<file path="src/rtl/seq_detect_pkg.sv">
// Shared types and constants for the time-shared four-in-a-row detector.
//   state_t        : 4-bit detector state, A = start, B..E = run of 1..4+ zeros,
//                    F..I = run of 1..4+ ones
//   NUM_CH_DEFAULT : default channel count
//   CNT_W          : width of each per-channel match counter
package seq_detect_pkg;

    typedef enum logic [3:0] {
        ST_A = 4'd0,
        ST_B = 4'd1,
        ST_C = 4'd2,
        ST_D = 4'd3,
        ST_E = 4'd4,
        ST_F = 4'd5,
        ST_G = 4'd6,
        ST_H = 4'd7,
        ST_I = 4'd8
    } state_t;

    localparam int unsigned NUM_CH_DEFAULT = 4;
    localparam int unsigned CNT_W          = 8;

endpackage

</file>
<file path="src/rtl/seq4_core.sv">
// Combinational four-in-a-row detector step, shared by all channels.
// Ports:
//   state      : current state of the channel being serviced
//   w          : that channel's sample bit
//   next_state : state after consuming w
//   z          : next_state completes a run of four equal bits (E or I)
module seq4_core
    import seq_detect_pkg::*;
(
    input  state_t state,
    input  logic   w,
    output state_t next_state,
    output logic   z
);

    always_comb begin
        next_state = ST_A;
        if (!w) begin
            case (state)
                ST_B:       next_state = ST_C;
                ST_C:       next_state = ST_D;
                ST_D, ST_E: next_state = ST_E;
                default:    next_state = ST_B;  // A, F..I and unused codes start a zero run
            endcase
        end else begin
            case (state)
                ST_F:       next_state = ST_G;
                ST_G:       next_state = ST_H;
                ST_H, ST_I: next_state = ST_I;
                default:    next_state = ST_F;  // A, B..E and unused codes start a one run
            endcase
        end
        z = (next_state == ST_E) || (next_state == ST_I);
    end

endmodule

</file>
<file path="src/rtl/seq_detect_sched.sv">
// Round-robin scheduler that time-shares one seq4_core across NUM_CH channels.
// Each channel keeps its own state register; one channel is serviced per cycle
// and its result is presented, registered, on the following cycle.
// Ports:
//   Clock, Reset : single clock, synchronous active-high reset
//   req          : per-channel sample pending (held until grant)
//   w            : per-channel sample bit
//   clr          : per-channel restart to state A (beats a same-cycle req)
//   grant        : one-hot, channel whose sample was consumed last cycle
//   z            : per-channel, consumed sample completed a run of four
//   busy         : a grant is being presented this cycle
//   state_dbg    : new state of the last serviced channel
//   match_cnt    : only with SEQ_DETECT_SCHED_MATCH_CNT_EN defined; 8-bit
//                  saturating count of z pulses per channel
module seq_detect_sched
    import seq_detect_pkg::*;
#(
    parameter int unsigned NUM_CH = NUM_CH_DEFAULT
) (
    input  logic              Clock,
    input  logic              Reset,
    input  logic [NUM_CH-1:0] req,
    input  logic [NUM_CH-1:0] w,
    input  logic [NUM_CH-1:0] clr,
    output logic [NUM_CH-1:0] grant,
    output logic [NUM_CH-1:0] z,
    output logic              busy,
    output logic [3:0]        state_dbg
`ifdef SEQ_DETECT_SCHED_MATCH_CNT_EN
   ,output logic [NUM_CH*CNT_W-1:0] match_cnt
`endif
);

    localparam int unsigned PTR_W = $clog2(NUM_CH);

    state_t            state_q [NUM_CH];
    logic [NUM_CH-1:0] grant_q;
    logic [NUM_CH-1:0] z_q;
    logic              busy_q;
    state_t            dbg_q;
    logic [PTR_W-1:0]  ptr_q;

    logic [NUM_CH-1:0] eligible;
    logic              sel_valid;
    logic [PTR_W-1:0]  sel_idx;
    logic [PTR_W:0]    cand;
    state_t            core_state;
    logic              core_w;
    state_t            core_next;
    logic              core_z;
    logic [NUM_CH-1:0] grant_d;
    logic [NUM_CH-1:0] z_d;

    // A channel granted last cycle is still showing its old req; skip it.
    assign eligible = req & ~clr & ~grant_q;

    // Round-robin search starting at the channel after the last granted one.
    always_comb begin
        sel_valid = 1'b0;
        sel_idx   = '0;
        cand      = '0;
        for (int i = 1; i <= int'(NUM_CH); i++) begin
            cand = {1'b0, ptr_q} + (PTR_W+1)'(i);
            if (cand >= (PTR_W+1)'(NUM_CH)) begin
                cand = cand - (PTR_W+1)'(NUM_CH);
            end
            if (!sel_valid && eligible[cand[PTR_W-1:0]]) begin
                sel_valid = 1'b1;
                sel_idx   = cand[PTR_W-1:0];
            end
        end
    end

    assign core_state = state_q[sel_idx];
    assign core_w     = w[sel_idx];

    seq4_core u_core (
        .state      (core_state),
        .w          (core_w),
        .next_state (core_next),
        .z          (core_z)
    );

    always_comb begin
        grant_d = '0;
        z_d     = '0;
        if (sel_valid) begin
            grant_d[sel_idx] = 1'b1;
            z_d[sel_idx]     = core_z;
        end
    end

    always_ff @(posedge Clock) begin
        if (Reset) begin
            for (int k = 0; k < int'(NUM_CH); k++) begin
                state_q[k] <= ST_A;
            end
            grant_q <= '0;
            z_q     <= '0;
            busy_q  <= 1'b0;
            dbg_q   <= ST_A;
            ptr_q   <= PTR_W'(NUM_CH - 1);
        end else begin
            for (int k = 0; k < int'(NUM_CH); k++) begin
                if (clr[k]) begin
                    state_q[k] <= ST_A;
                end else if (grant_d[k]) begin
                    state_q[k] <= core_next;
                end
            end
            grant_q <= grant_d;
            z_q     <= z_d;
            busy_q  <= sel_valid;
            if (sel_valid) begin
                dbg_q <= core_next;
                ptr_q <= sel_idx;
            end
        end
    end

    assign grant     = grant_q;
    assign z         = z_q;
    assign busy      = busy_q;
    assign state_dbg = dbg_q;

`ifdef SEQ_DETECT_SCHED_MATCH_CNT_EN
    logic [CNT_W-1:0] cnt_q [NUM_CH];

    // Counts at the end of each cycle that presents z for the channel.
    always_ff @(posedge Clock) begin
        if (Reset) begin
            for (int k = 0; k < int'(NUM_CH); k++) begin
                cnt_q[k] <= '0;
            end
        end else begin
            for (int k = 0; k < int'(NUM_CH); k++) begin
                if (clr[k]) begin
                    cnt_q[k] <= '0;
                end else if (z_q[k] && (cnt_q[k] != '1)) begin
                    cnt_q[k] <= cnt_q[k] + CNT_W'(1);
                end
            end
        end
    end

    for (genvar k = 0; k < int'(NUM_CH); k++) begin : g_cnt_out
        assign match_cnt[k*CNT_W +: CNT_W] = cnt_q[k];
    end
`endif

endmodule

</file>
<file path="config.mk">
export PLATFORM = sky130hd
export DESIGN_NAME = seq_detect_sched
export DESIGN_NICKNAME = d
export VERILOG_FILES = /design/src/rtl/seq_detect_pkg.sv /design/src/rtl/seq4_core.sv /design/src/rtl/seq_detect_sched.sv
export SDC_FILE = /design/constraint.sdc
export NUM_CORES = 1
export LEC_CHECK = 0
export ABC_CLOCK_PERIOD_IN_PS = 6200
export BUFFER_PORTS_ARGS = -buffer_cell sky130_fd_sc_hd__buf_4
export CORE_MARGIN = 3
export CORE_UTILIZATION = 40
export DETAILED_ROUTE_END_ITERATION = 12
export SLEW_MARGIN = 0
export SYNTH_ARGS = -nofsm -noshare
export SYNTH_HDL_FRONTEND = slang
export SYNTH_SLANG_ARGS = --single-unit
</file>
<file path="constraint.sdc">
create_clock -name Clock -period 6.2 [get_ports Clock]
set_clock_uncertainty 0.05 [all_clocks]
set_input_delay 0.62 -clock Clock [delete_from_list [all_inputs] [get_ports Clock]]
set_output_delay 0.62 -clock Clock [all_outputs]
set_load 0.05 [all_outputs]
</file>
==> reports/results.tsv <==
stage	metric	value	unit
timing	rsz0062_at_grt	false	
synthesis	yosysTopAreaCellShare	28.85	%
worst_setup_path	worstPathRequired	6.14	ns
worst_setup_path	cp_data_arrival_time	3.59	ns
synthesis	synthCells	158	
floorplanning	die_area	4974	µm²
place	routabilityCongestion	0.9371	
power	peakVddDrop	0.1790	mV
worst_setup_path	critPathLaunchType	primary input	
worst_setup_path	r2r_end	state_q[3][2]	
finish	final_nets	194	
worst_hold_path	min_path_type	flop to flop	
cts	root_buffer	clkbuf_8	
floorplanning	start_util	43.53	%
cts	cts_setup_buffers	0	
worst_setup_path	crit_path_end	state_q[3][2]	
power	power.total	0.6287	mW
synthesis	synth.most_common_cell	edfxtp_1	
floorplanning	die_h	70.53	µm
synthesis	ys.flop_type	edfxtp_1	
route	drtIter0Drc	87	
worst_setup_path	critPathSlowestCell	nor3_2	
synthesis	yosysWarnings	0	
worst_setup_path	r2r_start	grant[3]	
worst_setup_path	cp_common_cell	nor3_1	
synthesis	synth.area.top_cells	edfxtp_1 29%, dfxtp_1 18%, nor3_1 3.3%	
floorplanning	ios	27	
synthesis	yosysSeqAreaShare	46.88	%
synthesis	yosysTopAreaCell	edfxtp_1	
route	drc	0	
route	wirelength	4025	µm
floorplanning	fp.coreArea	3826	µm²
timing	relSlewSlack	23.89	%
synthesis	ys_seq_elements	31	
floorplanning	die_w	70.53	µm
floorplanning	row_count	22	
synthesis	synth_fp_nets	172	
cts	clkTransAtPathRegs	0.06	ns
global_routing	grt_pass1_vias	1319	
worst_setup_path	slowest_delay	0.92	ns
route	vias	1352	
timing	max_freq	0.2740	GHz
global_routing	grt.total_usage	17.33	%
synthesis	synth_async_sr_flop_share	0	%
timing	worstMarginPinSlew	1.135	ns
cts	cts_tree	yes	
cts	clock_sinks	31	
synthesis	synth.avg_cell_area	10.54	µm²
worst_setup_path	reg2reg_slack	2.74	ns
global_routing	overflow	0	
global_routing	grt_pass1_wl	6589	µm
timing	drv_slew	0	
finish	instances_no_fill	229	
timing	setup_viol	0	
synthesis	syn_area	1665	µm²
power	leakagePower	0.7888	nW
cts	numCtsBuffers	5	
global_routing	antenna_found_initial	0	
finish	diodes	0	
cts	cts.repair.resized	0	
cts	cts_hold_buf	0	
timing	finalSetupTns	0	ns
power	power_density	321.5	nW/µm²
route	wl_per_cell	17.58	µm
timing	fin_crit_sh	58.86	%
timing	hold_viol_final	0	
status	status	completed	
worst_setup_path	r2r_cells	8	
route	drtPass1Iterations	4	
worst_setup_path	critPathKind	primary input to flop	
route	avgViaCountPerCell	5.904	
cts	htreeDepth	2	
worst_setup_path	cp-end-kind	flop	
finish	final_core_util	51.11	%
cts	clk_latency	0.28	ns
synthesis	synthTopCellsByCount	16 x edfxtp_1, 15 x dfxtp_1, 14 x nor2_1	
worst_setup_path	path_cells	buf_4 -> nor3b_2 -> nand2b_4 -> nor3_2 -> o21ai_0 -> a22o_4 -> and3_1 -> nor3_1 -> nor3_1	
worst_setup_path	crit_start	req[3]	
timing	min_period	3.650	ns
place	port_buffers	26	
cts	clockBufferDepth	2	
finish	drive_gt1_share	30.94	%
run	drv_cap	0	
synthesis	yosysUniqueCellTypes	50	
synthesis	synth_edf_count	16	
route	ant_nets	0	
worst_setup_path	crit_fanout	20	
place	dp.cells	221	
place	dp_hpwl	2963	µm
global_routing	grt_max_degree	21	
finish	syn2layout_area_growth	17.43	%
==> report_power, final <==
group | switching [mW] | total [mW] | leakage, nW | internal, mW
logic | 0.135 | 0.206 | 0.436 | 0.0714
clock network | 0.0736 | 0.174 | 0.0505 | 0.101
registers | 0.0100 | 0.248 | 0.303 | 0.238
==> placed cells by master, fill, tap and decap left out, types with 3 or more instances in the layout <==
cell type and instances:
buf_4 26, edfxtp_1 16, dfxtp_1 15, nor2_1 14
o21ai_0 10, nor3_1 10, a31oi_1 8, clkbuf_8 7
a21oi_1 5, or3_1 5, nand3b_1 4, inv_1 4
o21ai_1 4, nand3_1 4, and3_1 4, a211oi_1 4
nand2_1 3
==> worst max-delay path: cells and delay by family <==
family	cells	cell delay (ns)
buf+inv	1	0.10
compound gates	2	0.65
simple gates	6	2.22
==> state kept, by name (all words and copies together) (netlist names) <==
name	count
busy	1
grant	4
ptr_q	2
state_dbg	4
state_q	16
z	4
==> cells by family after synthesis <==
logic type	Yosys count	synth area share (%)
buffers and inverters	15	5.333
flip-flops	31	46.88
AO/OA/AOI/OAI	51	23.67
XOR/XNOR	1	0.5260
AND/OR/NAND/NOR	60	23.59
==> stage by stage <==
stage          hold slack [ns]  area [µm²]  setup slack [ns]
2_1_floorplan           0.5015        1665             3.277
3_3_place_gp            0.3997        1852             2.475
3_5_place_dp            0.4263        1852             2.371
4_1_cts                 0.4380        1956             2.667
5_1_grt                 0.4633        1956             2.438
6_report                0.4329        1956             2.550
==> worst min-delay path by stage <==
stage                            start            to  slack (ns)  depth (start not counted)
after CTS                 state_dbg[3]  state_dbg[3]        0.44                          2
after detailed placement  state_dbg[3]  state_dbg[3]        0.43                          2
after floorplan               ptr_q[1]      ptr_q[1]        0.50                          1
final                     state_dbg[3]  state_dbg[3]        0.43                          2
after global placement    state_dbg[3]  state_dbg[3]        0.40                          2
after global routing      state_dbg[3]  state_dbg[3]        0.46                          2
==> area by class of cell <==
class | count | area [µm²]
inverters | 4 | 15.01
clock buffers | 7 | 96.34
fillers | 351 | 1871
clock inverters | 1 | 7.507
multi-input cells | 112 | 800.8
well taps | 48 | 60.06
flip-flops and latches | 31 | 780.7
repair buffers | 26 | 195.2
==> per-layer routing <==
layer	up-vias	global-route usage, %	part of all wire, %
met1	633	21.70	41
met3	6	5.612	9.2
li1	646	-	-
met4	0	7.447	1.4
met2	67	27.34	48
met5	-	0	0
No activity file was read; power rests on OpenSTA's default activity.
